`src/rtl/upper_imm_if.sv`:
```
// Handshake bundle for the upper-immediate unit: instruction in, writeback out.
// The master side offers instructions and consumes results; the slave side is the unit.
interface upper_imm_if;
  logic        in_valid;
  logic        in_ready;
  logic [31:0] in_instr;
  logic [31:0] in_pc;
  logic        out_valid;
  logic        out_ready;
  logic [4:0]  out_rd;
  logic [31:0] out_result;
  logic        out_we;
  logic        out_illegal;

  modport master (
    output in_valid, in_instr, in_pc, out_ready,
    input  in_ready, out_valid, out_rd, out_result, out_we, out_illegal
  );

  modport slave (
    input  in_valid, in_instr, in_pc, out_ready,
    output in_ready, out_valid, out_rd, out_result, out_we, out_illegal
  );
endinterface

```
`src/rtl/upper_imm_unit.sv`:
```
// Two-stage LUI/AUIPC unit. S1 decodes and holds fields; S2 forms the upper
// immediate, adds the PC for AUIPC, and presents the writeback.
// Occupancy of the two stages is tracked by a four-state FSM.
module upper_imm_unit #(
  parameter bit AUIPC_EN = 1'b1
) (
  input  logic        clk,
  input  logic        rst,
  input  logic        flush,
  upper_imm_if.slave  bus
);

  localparam logic [6:0] OPC_LUI   = 7'h37;
  localparam logic [6:0] OPC_AUIPC = 7'h17;

  typedef enum logic [1:0] {
    EMPTY   = 2'b00,
    S1_ONLY = 2'b01,
    S2_ONLY = 2'b10,
    FULL    = 2'b11
  } occ_t;

  typedef enum logic [1:0] {
    CLS_OTHER = 2'b00,
    CLS_LUI   = 2'b01,
    CLS_AUIPC = 2'b10
  } cls_t;

  occ_t        state;
  occ_t        state_next;

  logic        s1_valid;
  logic        s2_valid;
  logic        s1_next;
  logic        s2_next;

  logic        accept;
  logic        advance;
  logic        consume;

  cls_t        in_cls;

  cls_t        s1_cls;
  logic [19:0] s1_imm20;
  logic [4:0]  s1_rd;
  logic [31:0] s1_pc;

  cls_t        s2_cls;
  logic [19:0] s2_imm20;
  logic [4:0]  s2_rd;
  logic [31:0] s2_pc;

  logic [31:0] ext;
  logic [31:0] result;

  // Per-stage valid bits are views of the occupancy state.
  assign s1_valid = (state == S1_ONLY) || (state == FULL);
  assign s2_valid = (state == S2_ONLY) || (state == FULL);

  // Handshake events. A flush blocks acceptance; it does not need to gate
  // advance or consume because the next state is forced empty anyway.
  assign consume  = s2_valid && bus.out_ready;
  assign advance  = s1_valid && (!s2_valid || consume);
  assign bus.in_ready = !flush && (!s1_valid || advance);
  assign accept   = bus.in_valid && bus.in_ready;

  // Classify the incoming opcode; AUIPC only counts when the feature is enabled.
  // NOTE: every signal written in always_comb gets a default first, so no path
  // can leave it unassigned and infer a latch.
  always_comb begin
    in_cls = CLS_OTHER;
    if (bus.in_instr[6:0] == OPC_LUI) begin
      in_cls = CLS_LUI;
    end else if (AUIPC_EN && (bus.in_instr[6:0] == OPC_AUIPC)) begin
      in_cls = CLS_AUIPC;
    end
  end

  // Occupancy state register; reset discards everything in flight.
  // NOTE: sequential state uses non-blocking assignments so every register
  // samples pre-edge values, independent of block ordering.
  always_ff @(posedge clk or posedge rst) begin
    if (rst) begin
      state <= EMPTY;
    end else begin
      state <= state_next;
    end
  end

  // Next occupancy from accept/advance/consume; flush empties both stages.
  always_comb begin
    s1_next    = accept  || (s1_valid && !advance);
    s2_next    = advance || (s2_valid && !consume);
    state_next = EMPTY;
    if (!flush) begin
      case ({s2_next, s1_next})
        2'b01:   state_next = S1_ONLY;
        2'b10:   state_next = S2_ONLY;
        2'b11:   state_next = FULL;
        default: state_next = EMPTY;
      endcase
    end
  end

  // S1 field capture on accept.
  // NOTE: datapath registers carry no reset; the valid bits qualify them, and
  // leaving them unreset keeps the reset tree on control state only.
  always_ff @(posedge clk) begin
    if (accept) begin
      s1_cls   <= in_cls;
      s1_imm20 <= bus.in_instr[31:12];
      s1_rd    <= bus.in_instr[11:7];
      s1_pc    <= bus.in_pc;
    end
  end

  // S2 load from S1 on advance; held unchanged while the result is stalled.
  always_ff @(posedge clk) begin
    if (advance) begin
      s2_cls   <= s1_cls;
      s2_imm20 <= s1_imm20;
      s2_rd    <= s1_rd;
      s2_pc    <= s1_pc;
    end
  end

  // Upper-aligned immediate: no sign handling, low twelve bits are zero.
  assign ext = {s2_imm20, 12'h000};

  // Execute: LUI passes the immediate, AUIPC adds the PC (carry dropped).
  always_comb begin
    result = 32'h0000_0000;
    case (s2_cls)
      CLS_LUI:   result = ext;
      CLS_AUIPC: result = s2_pc + ext;
      default:   result = 32'h0000_0000;
    endcase
  end

  // Outputs are forced to zero whenever S2 is empty, which also makes them
  // clear immediately under reset without resetting the datapath.
  assign bus.out_valid   = s2_valid;
  assign bus.out_rd      = s2_valid ? s2_rd  : 5'd0;
  assign bus.out_result  = s2_valid ? result : 32'h0000_0000;
  assign bus.out_we      = s2_valid && (s2_cls != CLS_OTHER) && (s2_rd != 5'd0);
  assign bus.out_illegal = s2_valid && (s2_cls == CLS_OTHER);

endmodule

```
`src/flat_wrapper.sv`:
```
// flat-port wrapper written by rule: the top's interface ports become plain ports
module upper_imm_unit_flat 
#(
  parameter bit AUIPC_EN = 1'b1
)
  (clk, rst, flush, bus_in_valid, bus_in_instr, bus_in_pc, bus_out_ready, bus_in_ready, bus_out_valid, bus_out_rd, bus_out_result, bus_out_we, bus_out_illegal);
  upper_imm_if bus_i ();
  input  logic clk;
  input  logic rst;
  input  logic flush;
  input wire logic [$bits(bus_i.in_valid)-1:0] bus_in_valid;
  input wire logic [$bits(bus_i.in_instr)-1:0] bus_in_instr;
  input wire logic [$bits(bus_i.in_pc)-1:0] bus_in_pc;
  input wire logic [$bits(bus_i.out_ready)-1:0] bus_out_ready;
  output wire logic [$bits(bus_i.in_ready)-1:0] bus_in_ready;
  output wire logic [$bits(bus_i.out_valid)-1:0] bus_out_valid;
  output wire logic [$bits(bus_i.out_rd)-1:0] bus_out_rd;
  output wire logic [$bits(bus_i.out_result)-1:0] bus_out_result;
  output wire logic [$bits(bus_i.out_we)-1:0] bus_out_we;
  output wire logic [$bits(bus_i.out_illegal)-1:0] bus_out_illegal;
  assign bus_i.in_valid = bus_in_valid;
  assign bus_i.in_instr = bus_in_instr;
  assign bus_i.in_pc = bus_in_pc;
  assign bus_i.out_ready = bus_out_ready;
  assign bus_in_ready = bus_i.in_ready;
  assign bus_out_valid = bus_i.out_valid;
  assign bus_out_rd = bus_i.out_rd;
  assign bus_out_result = bus_i.out_result;
  assign bus_out_we = bus_i.out_we;
  assign bus_out_illegal = bus_i.out_illegal;
  upper_imm_unit #(.AUIPC_EN(AUIPC_EN)) u_core (.clk(clk), .rst(rst), .flush(flush), .bus(bus_i));
endmodule
```
`config.mk`:
```
export PLATFORM = sky130hd
export DESIGN_NAME = upper_imm_unit_flat
export DESIGN_NICKNAME = d
export VERILOG_FILES = /design/src/rtl/upper_imm_if.sv /design/src/rtl/upper_imm_unit.sv /design/src/flat_wrapper.sv
export SDC_FILE = /design/constraint.sdc
export NUM_CORES = 1
export LEC_CHECK = 0
export CAP_MARGIN = 20
export CORE_ASPECT_RATIO = 1.1
export CORE_UTILIZATION = 50
export DETAILED_ROUTE_END_ITERATION = 8
export HOLD_SLACK_MARGIN = 0.08
export PLACE_DENSITY = 0.87
export SYNTH_ARGS = -nofsm -noshare
export SYNTH_HDL_FRONTEND = slang
export SYNTH_SLANG_ARGS = --single-unit
```
`constraint.sdc`:
```
create_clock -name clk -period 5.3 [get_ports clk]
set_clock_uncertainty 0.1 [all_clocks]
set_input_delay 0.53 -clock clk [delete_from_list [all_inputs] [get_ports clk]]
set_output_delay 0.53 -clock clk [all_outputs]
set_load 0.01 [all_outputs]
```
==> key figures <==
Critical path
  • Arr. time, crit path: 3.70 ns
  • Crit path kind: flop to output pin
  • Type of destination of the critical path: output pin
  • FF-to-FF Start: u_core.state[1]$_DFF_PP0_
  • Flop2flop setup slack: 2.68 ns
  • Setup crit start kind: flop
  • Worst R2R End: u_core.s2_pc[30]$_DFFE_PP_
  • Worst-path fanout max: 24
  • WP data required: 4.67 ns
  • R2R cell count: 3

Place
  • Routability Congestion: 0.818
  • Placed instance area: 6400 sq um
  • Post-DP HPWL: 7590 um
  • I/O Buffers: 109

STA
  • Max Transition Viols Final: 0
  • Unrepaired setup endpoints after global routing: false
  • Final hold viol count: 0
  • Fin crit share: 0.817
  • Max Clk Rate: 231 MHz
  • Measured slew at the worst slew-check pin: 0.871 ns
  • Tmin final: 4.33 ns
  • Hold Slack: 0.316 ns
  • Final setup viols: 0
  • Setup tns final: 0 ns
  • Rel. slew slack: 0.418

Clock tree
  • Num CTS Buffers: 17
  • Max H-tree Level: 4
  • Root Buffer: clkbuf_8
  • Clk_lat worst skew: 0.51 ns
  • Clock transition at path regs: 0.06 ns
  • Max clock buf depth: 2
  • CTS Sinks: 120
  • CTS tree: built

Synthesis
  • Count leader, synth: edfxtp_1
  • Share of the synthesized area in the top cell type: 0.684
  • Cell variety after synth: 54
  • Simple-gate share of the synthesized area: 0.121
  • Most instantiated cells after synthesis: 118 x edfxtp_1, 29 x nor2_1, 26 x nand2_1
  • Area contributors post-synth: edfxtp_1 68%, ha_1 5.3%, nor2_1 2.1%
  • Post-synthesis mux area share: 0.00579
  • Sequential area share after synthesis: 0.693
  • Post-synth EDFFs: 118
  • Compound-Gate Fraction of Synth Area: 0.0978
  • Avg Synthesized Cell Area: 14.4 sq um
  • Post-Synth XOR/XNOR Area: 0.0135
  • Net Count, Synth: 453
  • Main combinational cell family by area after synthesis: simple AND/OR/NAND/NOR gates
  • Post-Synth Adder-Cell Area: 0.0570
  • Post-synthesis cell count: 361
  • Ys async rst share: 0.0167
  • Top FF cell, synth: edfxtp_1
  • YS warnings: 0
  • Post-synthesis register bit count: 120
  • Synth area leader: edfxtp_1
  • Post-Syn Area: 5180 sq um

Power
  • Leakage Power: 2.52 nW
  • Peak supply drop: 0.226 mV
  • PD cells: 354 nW/um^2

Layout
  • Area Growth Syn to Fin: 35.6%
  • Final instance area: 7030 sq um
  • Layout cell share with drive strength beyond 1: 0.103
  • # diodes: 0
  • Layout Utilization: 0.704
  • Layout Nets: 573

Drt
  • Iter 0 DRT Violations: 174
  • DRT antenna net count: 0
  • DR pass1 iterations: 5
  • Routed vias/inst: 5.56
  • Final WL: 11,000 um
  • Routed len/inst: 17.8 um
  • Vias: 3,411
  • DRC violations left: 0

Floorplan
  • Top-level I/O count: 110
  • Die height: 109 um
  • Die area: 10,800 sq um
  • Starting density of the core: 0.519
  • Rows: 38
  • CORE AREA: 9980 sq um
  • Die width: 99.1 um

Global route
  • Grt ovf: 0
  • First-pass GRT wire length: 17,300 um
  • Number of global-route vias before repair: 3,522
  • Initial antenna violation count: 0
  • Largest net degree at the start of global routing: 60
  • Gr usage total: 0.216

Min path
  • Hold Path Class: flop to flop
  • Worst Hold Path Cells: 0
  • Min-Delay Startpoint: u_core.s1_pc[26]$_DFFE_PP_
  • Hold path endpoint: u_core.s2_pc[26]$_DFFE_PP_

Status
  • Status: completed

Flow run
  • Max cap viols: 0
[cells by family after synthesis]
family | Yosys count
DFF | 120
xor gates and xnor gates | 8
muxes | 3
and+or+nand+nor | 119
AOI/OAI and AO/OA | 73
buffers and inverters | 15
adders and majority gates | 23
[worst max path at each step]
stage                                       from  slack, ns                    endpoint
finish                u_core.s2_cls[0]$_DFFE_PP_       0.97          bus_out_result[31]
global route          u_core.s2_cls[0]$_DFFE_PP_       0.74          bus_out_result[31]
CTS                   u_core.s2_cls[0]$_DFFE_PP_       0.98          bus_out_result[31]
detailed placement    u_core.s2_cls[0]$_DFFE_PP_       1.55          bus_out_result[31]
global placement    u_core.s2_imm20[0]$_DFFE_PP_       1.67          bus_out_result[30]
floorplan              u_core.state[1]$_DFF_PP0_       1.40  u_core.s2_cls[0]$_DFFE_PP_
[critical path, cell delays in order (launching register included)]
cell and delay (ns):
edfxtp_1 0.40, inv_1 0.11, ha_1 0.66, nand3_1 0.58, or4_1 0.67, o211ai_1 0.17, clkdlybuf4s50_1 0.60
[cells in the final DEF, fill, tap and decap left out, types with 4 or more instances in the layout]
cell	count
and2_1	7
nand2_1	26
a21oi_1	14
nor3_1	7
edfxtp_1	118
ha_1	22
clkdlybuf4s50_1	109
clkbuf_16	16
o21ai_0	10
and3_1	15
o21ai_1	8
nand3_1	5
xnor2_1	7
nand4_1	5
inv_1	4
a22oi_1	6
nor2_1	29
bufinv_16	4
a211oi_1	4
o211ai_1	5
[layer usage]
metal / global-route usage / vias to the layer above / share of wire
met5: 0 / - / 0
met1: 0.258 / 1643 / 0.42
li1: - / 1651 / -
met4: 0.118 / 0 / 0.025
met2: 0.373 / 95 / 0.52
met3: 0.0436 / 22 / 0.036
[per-stage QoR]
step | total power, mW | instances | setup WS [ns]
detailed placement | 1.33 | 581 | 1.55
global route | 2.57 | 614 | 0.742
floorplan | 1.23 | 361 | 1.40
CTS | 2.51 | 614 | 0.979
finish | 2.49 | 614 | 0.971
global placement | 1.32 | 581 | 1.67
[where the power goes]
| part | switching [mW] | total (mW) | internal, mW |
|---|---|---|---|
| clock network | 0.412 | 1.18 | 0.766 |
| logic | 0.102 | 0.204 | 0.102 |
| registers | 0.0166 | 1.11 | 1.09 |
[what timing repair did]
action | in CTS | in global routing
buffers inserted | 0 | 0
resized for setup | 0 | 0
hold endpoints to repair | 2 | 0
hold buffers | 1 | 0
[area by class of cell]
| class | instances | area, sq um |
|---|---|---|
| multi-input cells | 226 | 1540 |
| clock buffers | 18 | 418 |
| well taps | 120 | 150 |
| repair buffers | 112 | 1120 |
| flip-flops and latches | 120 | 3590 |
| inverters | 4 | 15.0 |
| clock inverters | 14 | 196 |
| fillers | 692 | 2960 |
[flip-flops by register name (all words and copies together), names as in the netlist]
register,flops
u_core.s1_pc,32
u_core.s1_cls,2
u_core.s2_rd,5
u_core.state,2
u_core.s1_rd,5
u_core.s1_imm20,20
u_core.s2_cls,2
u_core.s2_pc,32
u_core.s2_imm20,20
(Power assumes the default switching activity.)
